File: config.mk
export PLATFORM = sky130hd
export DESIGN_NAME = uart_rx
export DESIGN_NICKNAME = d
export VERILOG_FILES = /design/src/rtl/uart_pkg.sv /design/src/rtl/uart_sync2.sv /design/src/rtl/uart_rx.sv
export SDC_FILE = /design/constraint.sdc
export NUM_CORES = 1
export LEC_CHECK = 0
export CORE_ASPECT_RATIO = 0.75
export CORE_MARGIN = 2
export CORE_UTILIZATION = 40
export CTS_CLUSTER_SIZE = 25
export DETAILED_ROUTE_END_ITERATION = 8
export PLACE_DENSITY = 0.56
export SYNTH_ARGS = -nofsm -noshare
export SYNTH_HDL_FRONTEND = slang
export SYNTH_SLANG_ARGS = --single-unit
export TNS_END_PERCENT = 10
File: constraint.sdc
create_clock -name clk -period 3.1 [get_ports clk]
set_input_delay 0.62 -clock clk [delete_from_list [all_inputs] [get_ports clk]]
set_output_delay 0.62 -clock clk [all_outputs]
set_load 0.05 [all_outputs]
File: src/rtl/uart_pkg.sv
// Shared UART definitions: FSM state encoding and baud-timing helpers.
// Used by both the receiver (uart_rx) and the transmitter (uart_tx).
package uart_pkg;

  typedef enum logic [1:0] {
    IDLE  = 2'd0,
    START = 2'd1,
    DATA  = 2'd2,
    STOP  = 2'd3
  } uart_state_t;

  localparam int unsigned CNT_W = 16;

  function automatic int unsigned calc_bit_period(input int unsigned clock_freq,
                                                  input int unsigned baud_rate);
    return clock_freq / baud_rate;
  endfunction

  function automatic int unsigned calc_half_period(input int unsigned clock_freq,
                                                   input int unsigned baud_rate);
    return calc_bit_period(clock_freq, baud_rate) / 2;
  endfunction

endpackage

File: src/rtl/uart_sync2.sv
// Two-flop synchroniser for an asynchronous single-bit input.
// The reset value is a parameter so idle-high and idle-low lines can share it.
module uart_sync2 #(
  parameter logic RESET_VALUE = 1'b1
) (
  input  logic clk,
  input  logic reset,
  input  logic d,
  output logic q
);

  logic meta_reg;
  logic sync_reg;

  always_ff @(posedge clk) begin
    if (!reset) begin
      meta_reg <= RESET_VALUE;
      sync_reg <= RESET_VALUE;
    end else begin
      meta_reg <= d;
      sync_reg <= meta_reg;
    end
  end

  assign q = sync_reg;

endmodule

File: src/rtl/uart_rx.sv
// 8N1 UART receiver with mid-bit sampling, stop-bit check and 1-cycle result pulses.
// Define UART_RX_MAJORITY_EN to take every sample as a 2-of-3 vote over recent rx history.
module uart_rx
  import uart_pkg::*;
#(
  parameter int unsigned BAUD_RATE  = 9600,
  parameter int unsigned CLOCK_FREQ = 96000
) (
  input  logic       clk,
  input  logic       reset,
  input  logic       rx,
  output logic [7:0] data,
  output logic       valid,
  output logic       framing_err,
  output logic       busy
);

  localparam int unsigned BIT_PERIOD  = calc_bit_period(CLOCK_FREQ, BAUD_RATE);
  localparam int unsigned HALF_PERIOD = calc_half_period(CLOCK_FREQ, BAUD_RATE);
  localparam logic [CNT_W-1:0] BIT_LAST  = CNT_W'(BIT_PERIOD - 1);
  localparam logic [CNT_W-1:0] HALF_LAST = CNT_W'(HALF_PERIOD - 1);

  logic             rx_s;
  logic             rx_prev_reg;
  logic             sample;
  uart_state_t      state_reg;
  logic [CNT_W-1:0] counter_reg;
  logic [2:0]       bit_idx_reg;
  logic [7:0]       shift_reg;
  logic [7:0]       data_reg;
  logic             valid_reg;
  logic             framing_err_reg;
  logic             busy_reg;

  uart_sync2 #(.RESET_VALUE(1'b1)) u_sync (
    .clk   (clk),
    .reset (reset),
    .d     (rx),
    .q     (rx_s)
  );

`ifdef UART_RX_MAJORITY_EN
  // Two previous rx_s values plus the current one form the 3-sample voting window.
  logic [1:0] hist_reg;

  always_ff @(posedge clk) begin
    if (!reset) hist_reg <= 2'b11;
    else        hist_reg <= {hist_reg[0], rx_s};
  end

  assign sample = (rx_s & hist_reg[0]) | (rx_s & hist_reg[1]) | (hist_reg[0] & hist_reg[1]);
`else
  assign sample = rx_s;
`endif

  always_ff @(posedge clk) begin
    if (!reset) begin
      rx_prev_reg     <= 1'b1;
      state_reg       <= IDLE;
      counter_reg     <= '0;
      bit_idx_reg     <= '0;
      shift_reg       <= '0;
      data_reg        <= '0;
      valid_reg       <= 1'b0;
      framing_err_reg <= 1'b0;
      busy_reg        <= 1'b0;
    end else begin
      rx_prev_reg     <= rx_s;
      valid_reg       <= 1'b0;
      framing_err_reg <= 1'b0;
      case (state_reg)
        IDLE: begin
          // Only a falling edge starts a frame, so a held-low break never re-triggers.
          if (!rx_s && rx_prev_reg) begin
            state_reg   <= START;
            counter_reg <= '0;
            busy_reg    <= 1'b1;
          end
        end
        START: begin
          if (counter_reg == HALF_LAST) begin
            counter_reg <= '0;
            bit_idx_reg <= '0;
            if (sample) begin
              state_reg <= IDLE;
              busy_reg  <= 1'b0;
            end else begin
              state_reg <= DATA;
            end
          end else begin
            counter_reg <= counter_reg + 1'b1;
          end
        end
        DATA: begin
          if (counter_reg == BIT_LAST) begin
            counter_reg <= '0;
            shift_reg   <= {sample, shift_reg[7:1]};
            bit_idx_reg <= bit_idx_reg + 3'd1;
            if (bit_idx_reg == 3'd7) state_reg <= STOP;
          end else begin
            counter_reg <= counter_reg + 1'b1;
          end
        end
        STOP: begin
          if (counter_reg == BIT_LAST) begin
            counter_reg <= '0;
            state_reg   <= IDLE;
            busy_reg    <= 1'b0;
            if (sample) begin
              data_reg  <= shift_reg;
              valid_reg <= 1'b1;
            end else begin
              framing_err_reg <= 1'b1;
            end
          end else begin
            counter_reg <= counter_reg + 1'b1;
          end
        end
        default: begin
          state_reg <= IDLE;
          busy_reg  <= 1'b0;
        end
      endcase
    end
  end

  assign data        = data_reg;
  assign valid       = valid_reg;
  assign framing_err = framing_err_reg;
  assign busy        = busy_reg;

endmodule

==> flow_summary.ini, run 1 <==
[global_route]
grt_pass1_vias = 1454
grt_usage = 0.166
antenna_found_initial = 0
grt_start_max_net_pins = 17
grt_overflow = 0
grt_pass1_wl_mm = 7.07

[pwr]
p_int_mw = 0.817
pwr_density_cell_mw_per_mm2 = 481
seqPwrFrac = 0.532
switchingPower_mw = 0.247
p_comb_frac = 0.053
leakage_nw = 0.857
p_sw_frac = 0.232
pwr-share-clk = 0.415
ir_drop_mv = 0.279

[route]
drc = 0
drtPass1Iterations = 5
drt_iter0_drc = 122
wirelength_mm = 3.93
vias = 1565
postRouteAntennaNets = 0
via_per_inst = 5.36
wl_per_cell_um = 13.4

[final_layout]
postLayoutCellArea_sq_mm = 0.00221
antennaDiodeCount = 0
final_nets = 242
drive_above_1_share = 0.0809
largest_register_ff_count = 16
areaGrowthSynthToFinish_pct = 15.0

[timing]
fmax_ghz = 0.413
hold_viol_final = 0
rsz0062_at_grt = false
min_period_ns = 2.42
worstMarginPinSlew_ns = 0.776
slew_violations = 0
skew_ns = 0.00838
setup_tns_ns = 0
setup_viol = 0
post-route-period-util = 0.781
slew_headroom = 0.478
whs_ns = 0.430

[floorplan]
dieArea_sq_mm = 0.00538
core-area_sq_mm = 0.00455
die_x_um = 84.1
core.rowCount = 21
io-pin-count = 14
fp.dieH_um = 64.1
start_util = 0.423

[setup_path]
path_class = reg -> reg
cp.arrival_ns = 2.66
worstPathRequired_ns = 3.34
end_kind = flip-flop
cp_max_fo = 11
critPathLaunchType = flip-flop

[worst_hold_path]
hp-class = reg -> reg

[logic_synthesis]
syn_area_per_cell_sq_um = 8.74
yosysSeqAreaShare = 0.448
synthCells = 220
yosys_most_used_dff = dfxtp_1
syn_nets = 228
ys_ff_latch = 43
synth-edff-count = 0
yosysUniqueCellTypes = 38
async_flop_share = 0
synth_area_sq_mm = 0.00192
synth_warnings = 0

[clock_tree]
cts_tree = done
numCtsBuffers = 5
clk_latency_ns = 0.30
htree_levels = 2
cts_sinks = 43
clk_path_buf_depth = 2
root_buffer = clkbuf_8
cts_resized = 0
post-cts-setup-buffers = 0
path_clk_slew_ns = 0.08
hold_buffers = 0

[run]
drv_cap = 0

[outcome]
status = finished clean

[placement]
gp_congestion = 0.782
placed_area_sq_mm = 0.00210
place_hpwl_mm = 2.79
port_buffers = 13
-- area by class of cell --
class	count	area (sq um)
clock inverters	3	43.8
inverters	6	22.5
multi-input cells	163	1000
repair buffers	15	145
flip-flops and latches	43	861
clock buffers	5	68.8
well taps	57	71.3
fillers	413	2330
-- placed cells by master (no fill, tap or decap), drive strengths merged, types with 5 or more instances in the layout --
master	count
nor2	18
ha	5
mux2i	8
nor3	6
nand3	14
dfxtp	43
a21oi	18
nand2	35
clkdlybuf4s50	13
clkbuf	5
or4	5
nand2b	5
a31oi	8
-- routing by layer --
layer  vias to the layer above  global-route usage  routed length (um)  part of all wire
met5                         -                   0                   0                 0
met2                        43               0.206                1470              0.37
met3                         5              0.0452                 254             0.065
met1                       704               0.259                2160              0.55
met4                         0              0.0726                  43             0.011
li1                        813                   -                   -                 -
-- cell usage after synthesis (all sizes together), types with 5 or more instances --
cell / n / area [sq um]
a21oi: 18 / 90.1
a31oi: 8 / 50.1
clkbuf: 5 / 18.8
dfxtp: 43 / 861
ha: 5 / 62.6
mux2i: 8 / 80.1
nand2: 35 / 131
nand2b: 5 / 31.3
nand3: 14 / 70.1
nor2: 18 / 67.6
nor3: 6 / 35.0
or4: 5 / 56.3
-- logic make-up (layout without fill, tap and decap cells) --
| logic type | after synthesis | count (layout) | synth area share |
|---|---|---|---|
| AO/OA/AOI/OAI | 46 | 46 | 0.152 |
| XOR/XNOR | 6 | 6 | 0.0273 |
| adder cells (fa/ha/maj) | 5 | 5 | 0.0325 |
| buffers and inverters | 14 | 29 | 0.0325 |
| flip-flops | 43 | 43 | 0.448 |
| multiplexers | 8 | 8 | 0.0416 |
| AND/OR/NAND/NOR | 98 | 98 | 0.266 |
-- power groups by stage --
stage                     Clock [mW]  Sequential [mW]  Combinational, mW
final                          0.441            0.566             0.0563
after floorplan                    0            0.577             0.0418
after CTS                      0.451            0.566             0.0565
after global placement             0            0.579             0.0568
after global routing           0.478            0.568             0.0633
after detailed placement           0            0.579             0.0561
-- critical path, cell delays in order (launching register included) --
cell and delay [ns]:
dfxtp_1 0.36, or4_4 0.59, or4_4 0.59, nor3_2 0.54, nand2_1 0.12, a21oi_1 0.16
-- through the flow --
step                      std cells  utilization  power [mW]  setup slack, ns
after CTS                       292        0.487        1.07            0.681
after global placement          284        0.462       0.636            0.666
final                           292        0.487        1.06            0.678
after global routing            292        0.487        1.11            0.524
after floorplan                 220            -       0.619            0.881
after detailed placement        284        0.462       0.635            0.635
-- worst paths after layout --
check	end	slack [ns]	cells past startpoint	start
worst min register to register	u_sync.q	0.43	1	u_sync.meta_reg
worst min-delay path	u_sync.q	0.43	1	u_sync.meta_reg
worst max-delay path	shift_reg[7]	0.68	5	counter_reg[9]
worst max register to register	shift_reg[7]	0.68	5	counter_reg[9]
No activity file was read; power rests on OpenSTA's default activity.
==> inputs of run 2 (changes only) <==
==> constraint.sdc (replaced) <==
create_clock -name clk -period 2.3 [get_ports clk]
set_input_delay 0.46 -clock clk [delete_from_list [all_inputs] [get_ports clk]]
set_output_delay 0.46 -clock clk [all_outputs]
set_load 0.05 [all_outputs]
==> flow_summary.ini, run 2 (synthesis results as in run 1) <==
[outcome]
status = finished clean

[clock_tree]
clk_path_buf_depth = 2
clk_latency_ns = 0.29
cts_tree = done
htree_levels = 2
cts_sinks = 43
path_clk_slew_ns = 0.08
numCtsBuffers = 5
hold_buffers = 0
post-cts-setup-buffers = 0
root_buffer = clkbuf_8

[placement]
place_hpwl_mm = 3.00
gp_congestion = 0.796
pre_cts_ws_ns = 0.0563
port_buffers = 13

[setup_path]
path_class = reg -> reg
end_kind = flip-flop
worstPathRequired_ns = 2.47
cp.arrival_ns = 2.39
cp_max_fo = 14
rr_worst_depth = 5
critPathLaunchType = flip-flop

[timing]
worstMarginPinSlew_ns = 0.542
worst_slack_ns = 0.0788
slew_headroom = 0.639
min_period_ns = 2.22
hold_viol_final = 0
slew_violations = 0
skew_ns = 0.00568
rsz0062_at_grt = false
fmax_ghz = 0.450
setup_viol = 0
setup_tns_ns = 0
post-route-period-util = 0.966

[final_layout]
final_nets = 261
fillCellCount = 428
regArea_sq_um = 861
antennaDiodeCount = 0
largest_register_ff_count = 16
multi_input_area_sq_mm = 0.00102
areaGrowthSynthToFinish_pct = 24.5
layout_common_cells = dfxtp_1 (43), nand2_1 (35), buf_4 (21)
layout_commonest_cell = dfxtp_1
drive_above_1_share = 0.157

[run]
drv_cap = 0

[worst_hold_path]
hp-class = reg -> reg
worstHoldPathCells = 1

[global_route]
grt_pass1_vias = 1474
grt_overflow = 0
grt_pass1_wl_mm = 7.41
grt_start_max_net_pins = 26
antenna_found_initial = 0
grt_usage = 0.173

[pwr]
pwr_density_cell_mw_per_mm2 = 635
leakage_nw = 0.966
ir_drop_mv = 0.422

[route]
postRouteAntennaNets = 0
wirelength_mm = 4.12
wl_per_cell_um = 13.3
drc = 0
vias = 1617
via_per_inst = 5.20
drtPass1Iterations = 5
drt_iter0_drc = 125

[floorplan]
dieArea_sq_mm = 0.00538
core-area_sq_mm = 0.00455
start_util = 0.423
io-pin-count = 14
fp.dieH_um = 64.1
core.rowCount = 21
die_x_um = 84.1
[run 2: cell count changes in the layout (fill, tap and decap cells not counted)]
cell / delta
buf_4: +19
a41oi_1: -2
a41oi_2: +2
bufinv_16: +1
clkbuf_1: +1
clkinv_2: -1
clkinv_4: -1
or3_1: -1
or3_4: +1
[run 2: area by class of cell]
| class | count | share of cell area |
|---|---|---|
| multi-input combinational | 163 | 0.426 |
| inverter | 6 | 0.00940 |
| sequential | 43 | 0.359 |
| timing repair buffer | 34 | 0.120 |
| clock buffer | 6 | 0.0303 |
| clock inverter | 2 | 0.0251 |
| tap | 57 | 0.0298 |
[run 2: where the power goes]
group / total, mW / internal (mW) / switching [mW]
Combinational: 0.0791 / 0.0277 / 0.0514
Clock: 0.679 / 0.434 / 0.245
Sequential: 0.763 / 0.752 / 0.0114
[run 2: final timing paths]
path,slack (ns),to,start
setup reg to reg,0.08,counter_reg[9],counter_reg[10]
hold reg to reg,0.41,u_sync.q,u_sync.meta_reg
setup / recovery,0.08,counter_reg[9],counter_reg[10]
hold / removal,0.41,u_sync.q,u_sync.meta_reg
[run 2: per-stage QoR]
step / power (mW) / utilization / instances / area (sq um) / hold WS [ns]
global route: 1.58 / 0.527 / 311 / 2390 / 0.445
finish: 1.52 / 0.527 / 311 / 2390 / 0.409
CTS: 1.54 / 0.522 / 311 / 2370 / 0.415
global placement: 0.860 / 0.493 / 303 / 2240 / 0.396
floorplan: 0.834 / - / 220 / 1920 / 0.386
detailed placement: 0.859 / 0.493 / 303 / 2240 / 0.397
[run 2: layer usage]
layer | global-route usage | vias to the layer above | share of wire
li1 | - | 850 | -
met1 | 0.279 | 727 | 0.58
met2 | 0.213 | 35 | 0.37
met3 | 0.0452 | 5 | 0.045
met4 | 0.0605 | 0 | 0.012
met5 | 0 | - | 0
[run 2: critical path: stages, from the launching register on]
cell and delay [ns]:
dfxtp_1 0.33, or4_4 0.53, or4_4 0.59, a32o_2 0.37
a31oi_1 0.20, a31oi_1 0.07
[run 2: what timing repair did]
| action | 4_1_cts | 5_1_grt |
|---|---|---|
| setup endpoints to repair | 0 | 15 |
| gates resized for setup | 0 | 3 |
| endpoints found under the hold margin | 0 | 0 |
